## src/rtl/axi_dec_pkg.sv

```systemverilog
// Shared defaults for the ordered address decoder: widths, region map,
// default routing ID and the outstanding-count state encoding.
package axi_dec_pkg;

    localparam int ADDR_W_DEF      = 32;
    localparam int SID_W_DEF       = 4;
    localparam int MAX_OUT_DEF     = 4;
    localparam int NUM_REGIONS_DEF = 6;
    localparam int DEFAULT_SID_DEF = NUM_REGIONS_DEF;

    // Region 0 sits in the least significant slot, region 5 in the most.
    localparam logic [NUM_REGIONS_DEF-1:0][ADDR_W_DEF-1:0] REGION_BASE_DEF = {
        32'h2000_0000,
        32'h1001_0000,
        32'h1002_0000,
        32'h0002_0000,
        32'h0001_0000,
        32'h0000_0000
    };

    localparam logic [NUM_REGIONS_DEF-1:0][ADDR_W_DEF-1:0] REGION_LIMIT_DEF = {
        32'h201F_FFFF,
        32'h1001_03FF,
        32'h1002_0400,
        32'h0002_FFFF,
        32'h0001_FFFF,
        32'h0000_1FFF
    };

    // Occupancy of the accepted-but-unretired transaction counter.
    typedef enum logic [1:0] {
        CNT_IDLE   = 2'd0,
        CNT_ACTIVE = 2'd1,
        CNT_FULL   = 2'd2
    } cnt_state_t;

endpackage

```

## src/rtl/addr_region_match.sv

```systemverilog
// Combinational priority matcher: maps an address onto the lowest-indexed
// region whose inclusive [base, limit] window contains it.
module addr_region_match
    import axi_dec_pkg::*;
#(
    parameter int ADDR_W      = ADDR_W_DEF,
    parameter int NUM_REGIONS = NUM_REGIONS_DEF,
    parameter int SID_W       = SID_W_DEF,
    parameter logic [NUM_REGIONS-1:0][ADDR_W-1:0] REGION_BASE  = REGION_BASE_DEF,
    parameter logic [NUM_REGIONS-1:0][ADDR_W-1:0] REGION_LIMIT = REGION_LIMIT_DEF,
    parameter int DEFAULT_SID = NUM_REGIONS
) (
    input  logic [ADDR_W-1:0] addr,
    output logic [SID_W-1:0]  sid,
    output logic              decerr
);

    // Scan from the highest index down so the lowest matching index is the last writer.
    always_comb begin
        sid    = SID_W'(DEFAULT_SID);
        decerr = 1'b1;
        for (int i = NUM_REGIONS - 1; i >= 0; i--) begin
            if ((addr >= REGION_BASE[i]) && (addr <= REGION_LIMIT[i])) begin
                sid    = SID_W'(i);
                decerr = 1'b0;
            end
        end
    end

endmodule

```

## src/rtl/axi_ordered_decoder.sv

```systemverilog
// Address decoder with a single registered output stage that keeps responses
// ordered: while transactions are in flight, requests to a different slave
// are held off, and at most MAX_OUT transactions may be outstanding.
module axi_ordered_decoder
    import axi_dec_pkg::*;
#(
    parameter int ADDR_W      = ADDR_W_DEF,
    parameter int NUM_REGIONS = NUM_REGIONS_DEF,
    parameter int SID_W       = SID_W_DEF,
    parameter int MAX_OUT     = MAX_OUT_DEF,
    parameter logic [NUM_REGIONS-1:0][ADDR_W-1:0] REGION_BASE  = REGION_BASE_DEF,
    parameter logic [NUM_REGIONS-1:0][ADDR_W-1:0] REGION_LIMIT = REGION_LIMIT_DEF,
    parameter int DEFAULT_SID = NUM_REGIONS,
    localparam int CNT_W      = $clog2(MAX_OUT + 1)
) (
    input  logic              ACLK,
    input  logic              ARESETn,
    input  logic              s_valid,
    output logic              s_ready,
    input  logic [ADDR_W-1:0] s_addr,
    output logic              m_valid,
    input  logic              m_ready,
    output logic [ADDR_W-1:0] m_addr,
    output logic [SID_W-1:0]  m_sid,
    output logic              m_decerr,
    input  logic              rsp_done,
    output logic [CNT_W-1:0]  out_cnt
);

    logic [SID_W-1:0]  dec_sid;
    logic              dec_err;

    logic              vld_p1;
    logic [ADDR_W-1:0] addr_p1;
    logic [SID_W-1:0]  sid_p1;
    logic              decerr_p1;

    logic [SID_W-1:0]  last_sid;
    logic [CNT_W-1:0]  cnt;
    logic [CNT_W-1:0]  cnt_nxt;
    cnt_state_t        state;
    cnt_state_t        state_nxt;

    logic              stall;
    logic              s_hs;
    logic              retire;

    addr_region_match #(
        .ADDR_W       (ADDR_W),
        .NUM_REGIONS  (NUM_REGIONS),
        .SID_W        (SID_W),
        .REGION_BASE  (REGION_BASE),
        .REGION_LIMIT (REGION_LIMIT),
        .DEFAULT_SID  (DEFAULT_SID)
    ) u_match (
        .addr   (s_addr),
        .sid    (dec_sid),
        .decerr (dec_err)
    );

    // Full stalls unless a retirement frees a slot this cycle; a slave switch
    // stalls until everything in flight has retired.
    assign stall   = ((state == CNT_FULL) && !rsp_done) ||
                     ((state != CNT_IDLE) && (dec_sid != last_sid));
    assign s_ready = ARESETn && (!vld_p1 || m_ready) && !stall;
    assign s_hs    = s_valid && s_ready;
    // A retirement with nothing outstanding is spurious and is dropped.
    assign retire  = rsp_done && (cnt != '0);

    assign m_valid  = vld_p1;
    assign m_addr   = addr_p1;
    assign m_sid    = sid_p1;
    assign m_decerr = decerr_p1;
    assign out_cnt  = cnt;

    // Output register: load on accept, drop valid once downstream takes it, else hold.
    always_ff @(posedge ACLK or negedge ARESETn) begin
        if (!ARESETn) begin
            vld_p1    <= 1'b0;
            addr_p1   <= '0;
            sid_p1    <= '0;
            decerr_p1 <= 1'b0;
        end else if (s_hs) begin
            vld_p1    <= 1'b1;
            addr_p1   <= s_addr;
            sid_p1    <= dec_sid;
            decerr_p1 <= dec_err;
        end else if (m_ready) begin
            vld_p1    <= 1'b0;
        end
    end

    // Remember the slave of the most recently accepted request.
    always_ff @(posedge ACLK or negedge ARESETn) begin
        if (!ARESETn) begin
            last_sid <= '0;
        end else if (s_hs) begin
            last_sid <= dec_sid;
        end
    end

    // Outstanding count and its occupancy state.
    always_ff @(posedge ACLK or negedge ARESETn) begin
        if (!ARESETn) begin
            cnt   <= '0;
            state <= CNT_IDLE;
        end else begin
            cnt   <= cnt_nxt;
            state <= state_nxt;
        end
    end

    // Next count from accept/retire, and the occupancy state it implies.
    always_comb begin
        cnt_nxt   = cnt;
        state_nxt = state;
        case ({s_hs, retire})
            2'b10:   cnt_nxt = cnt + CNT_W'(1);
            2'b01:   cnt_nxt = cnt - CNT_W'(1);
            default: cnt_nxt = cnt;
        endcase
        if (cnt_nxt == '0) begin
            state_nxt = CNT_IDLE;
        end else if (cnt_nxt == CNT_W'(MAX_OUT)) begin
            state_nxt = CNT_FULL;
        end else begin
            state_nxt = CNT_ACTIVE;
        end
    end

endmodule

```

## config.mk

```make
export PLATFORM = sky130hd
export DESIGN_NAME = axi_ordered_decoder
export DESIGN_NICKNAME = d
export VERILOG_FILES = /design/src/rtl/axi_dec_pkg.sv /design/src/rtl/addr_region_match.sv /design/src/rtl/axi_ordered_decoder.sv
export SDC_FILE = /design/constraint.sdc
export NUM_CORES = 1
export LEC_CHECK = 0
export ABC_CLOCK_PERIOD_IN_PS = 7560
export CAP_MARGIN = 20
export CELL_PAD_IN_SITES_DETAIL_PLACEMENT = 0
export CELL_PAD_IN_SITES_GLOBAL_PLACEMENT = 1
export CORE_MARGIN = 8
export CORE_UTILIZATION = 52
export CTS_CLUSTER_DIAMETER = 40
export DETAILED_ROUTE_END_ITERATION = 10
export DONT_BUFFER_PORTS = 1
export PLACE_DENSITY = 0.87
export SKIP_CTS_REPAIR_TIMING = 1
export SLEW_MARGIN = 20
export SYNTH_ARGS = -nofsm -noshare
export SYNTH_HDL_FRONTEND = slang
export SYNTH_SLANG_ARGS = --single-unit
```

## constraint.sdc

```tcl
create_clock -name ACLK -period 7.56 [get_ports ACLK]
set_input_delay 1.512 -clock ACLK [delete_from_list [all_inputs] [get_ports ACLK]]
set_output_delay 1.512 -clock ACLK [all_outputs]
set_load 0.005 [all_outputs]
```

==> key figures <==
CTS
  – Clock sinks: 42
  – Clock slew at reported path FFs: 0.07 ns
  – Htree depth: 2
  – Root Buffer: clkbuf_8
  – Clock buffer count from CTS: 5
  – Maximum buffer depth of the clock tree: 2
  – Clk Latency, worst-skew pair: 0.30 ns
  – CTS tree: done

Worst setup path
  – Worst EP arrival: 3.60 ns
  – Crit path kind: input pin to output pin
  – Critical Path Sink Type: output pin
  – Startpoint Class: input pin
  – Crit path largest cell delay: 0.61 ns
  – CP max FO: 6
  – Crit-path cells: nor4_1, nand2b_1, o41ai_1, o211ai_2, nor3_2, a21oi_1, nor2_1
  – Buf/Inv on CP: 0
  – Delay-heaviest family, CP: simple AND/OR/NAND/NOR gates
  – Required @ worst endpoint: 6.05 ns
  – Slowest CP cell: nor4_1

Final layout
  – Layout cells sized above 1: 0.351
  – Commonest non-fill, non-tap cell in the layout: dfrtp_1
  – Antenna Cells: 0
  – Nets@finish: 206
  – Fillers: 326
  – Most frequent cells in the layout: dfrtp_1 (42), mux2_4 (28), nor2_1 (8)
  – Area Growth Syn to Fin: 5.59%

Synth
  – Top area cells in the synthesized netlist: dfrtp_1 (49%), mux2_4 (20%), mux2_2 (3.7%)
  – Ys Warns: 0
  – Syn nets: 203
  – Top cell type's share of synthesized area: 0.489
  – Sequential area share after synthesis: 0.489
  – Synthesized flop and latch total: 42
  – Cell taking the most area after synthesis: dfrtp_1
  – Synth Instances: 164
  – Unique masters post-synth: 45
  – Syn_area_per_cell: 13.1 um^2
  – Post-Synthesis Cell Area: 2150 um^2

STA
  – Slew @ Worst Pin: 0.694 ns
  – Crit path time final: 5.12 ns
  – Unrepaired setup endpoints after global routing: no
  – Max-slew violations: 0
  – Hold WS: 0.549 ns
  – Post-route setup slack: 2.44 ns
  – Crit share post-route: 0.677
  – Fmax: 195 MHz
  – Slew HR: 0.533
  – Total Negative Setup Slacks: 0 ns
  – Fin. Hold Viols: 0
  – Final setup vio count: 0
  – Clock Skew: 0.00756 ns

Detailed routing
  – Iteration-0 DRC Markers: 74
  – Antenna Nets Post-Route: 0
  – Drc violations: 0
  – Drt first pass iters: 4
  – DRT Wirelength: 4920 um
  – Via Count: 1,360
  – Wirelength per Cell: 22.6 um
  – Vias/cell: 6.24

GRT
  – Vias in the first global route: 1,504
  – Met2 usage: 0.250
  – Initial antenna violation count: 0
  – GRT overflow: 0
  – Grt met3 use: 0.0692
  – Top Usage Layer GRT: met2
  – GRT Total Usage: 0.156
  – First-pass GRT wire length: 7820 um
  – Grt met1 use: 0.177
  – Largest net degree at the start of global routing: 45

Pwr
  – Share of total power in sequential cells: 0.528
  – Internal power: 547 uW
  – Sw Pwr: 246 uW
  – Pwr Total: 793 uW
  – Max VDD drop: 0.244 mV
  – Clock Power Share: 0.190
  – Leak: 0.00102 uW
  – Pwr dens: 349 nW/um^2
  – Power share of the combinational group: 0.282
  – Switching portion of total power: 0.310

Placed design
  – GP Congestion: 0.858
  – Number of buffers inserted by port buffering: 0
  – Detailed placement HPWL: 3810 um
  – Pre-CTS setup slack: 2.37 ns

Die
  – I/O Pins: 79
  – Rows: 23
  – Die X: 80.3 um
  – Die Area: 6450 um^2
  – Die height: 80.3 um
  – Initial Utilization: 0.537
  – Core area: 4000 um^2

Job
  – Max Cap Violations: 0

Status
  – Status: complete, no violations

Worst hold path
  – Hold crit path type: register to register
==> stage by stage <==
stage / util / cells / cell area (um^2)
detailed placement: 0.544 / 210 / 2170
finish: 0.567 / 218 / 2270
global route: 0.567 / 218 / 2270
CTS: 0.567 / 218 / 2270
floorplan: - / 164 / 2150
global placement: 0.544 / 210 / 2170
==> kinds of logic after synthesis <==
| logic type | count (synthesis) | synth area share |
|---|---|---|
| adder cells (fa/ha/maj) | 2 | 0.0151 |
| flip-flops | 42 | 0.489 |
| buffers and inverters | 12 | 0.0332 |
| AO/OA/AOI/OAI | 20 | 0.0757 |
| multiplexers | 37 | 0.242 |
| XOR/XNOR | 4 | 0.0163 |
| other | 1 | 0.00174 |
| AND/OR/NAND/NOR | 46 | 0.127 |
==> registers in the layout, summed over array words and instances (netlist names) <==
name,count
state,2
out_cnt,3
m_valid,1
m_addr,32
last_sid,3
m_decerr,1
==> synthesized netlist by cell type <==
master and number:
dfrtp_1 42, mux2_4 28, nor2_1 8, inv_1 7, mux2_2 7, nor3_1 6
nor4_1 6, a21oi_1 4, nand4_1 4, a211oi_1 3, buf_6 3, nand2_1 3
o21ai_0 3, or2_2 3, mux2i_1 2, nand3_1 2, nor2b_1 2, or3_2 2
xnor2_1 2, xor2_1 2, a311o_2 1, a31oi_1 1, a31oi_4 1, and2_1 1
and2b_1 1, buf_4 1, clkbuf_1 1, conb_1 1, fa_1 1, ha_1 1
nand2b_1 1, nor3_2 1, nor3b_1 1, nor4bb_1 1, o211ai_2 1, o21ai_2 1
o21ba_2 1, o22ai_1 1, o31a_1 1, o32a_2 1, o41ai_1 1, or2b_2 1
or3b_2 1, or4_1 1, or4_4 1
==> power groups by stage <==
stage / logic [uW] / registers [uW] / clock network, uW
6_report: 224 / 418 / 150
5_1_grt: 243 / 432 / 162
4_1_cts: 226 / 423 / 153
3_5_place_dp: 225 / 426 / 0
3_3_place_gp: 211 / 422 / 0
2_1_floorplan: 205 / 391 / 0
==> area by class of cell <==
cell class              instances  area (um^2)  share of cell area
clock buffers                   6         82.6              0.0364
inverters                       7         26.3              0.0116
multi-input cells             110         1030               0.453
repair buffers                  1         7.51             0.00331
flip-flops and latches         42         1050               0.463
clock inverters                 2         12.5             0.00551
well taps                      50         62.6              0.0276
==> per-layer routing <==
metal / vias up / routed length (um)
li1: 598 / -
met1: 680 / 1810
met2: 71 / 2410
met3: 11 / 614
met4: 0 / 87
met5: - / 0
==> worst paths after layout <==
| check | startpoint | end | slack (ns) | cells after the start |
|---|---|---|---|---|
| min in group asynchronous | ARESETn | m_addr[13]$_DFFE_PN0P_ | 0.90 | 0 |
| min reg2reg | out_cnt[2]$_DFF_PN0_ | out_cnt[2]$_DFF_PN0_ | 0.55 | 1 |
| max in group asynchronous | ARESETn | m_valid$_DFFE_PN0P_ | 6.57 | 0 |
| max | s_addr[26] | s_ready | 2.44 | 7 |
| min | out_cnt[2]$_DFF_PN0_ | out_cnt[2]$_DFF_PN0_ | 0.55 | 1 |
| max reg2reg | last_sid[1]$_DFFE_PN0P_ | state[1]$_DFF_PN0_ | 4.28 | 12 |
(Power assumes the default switching activity.)
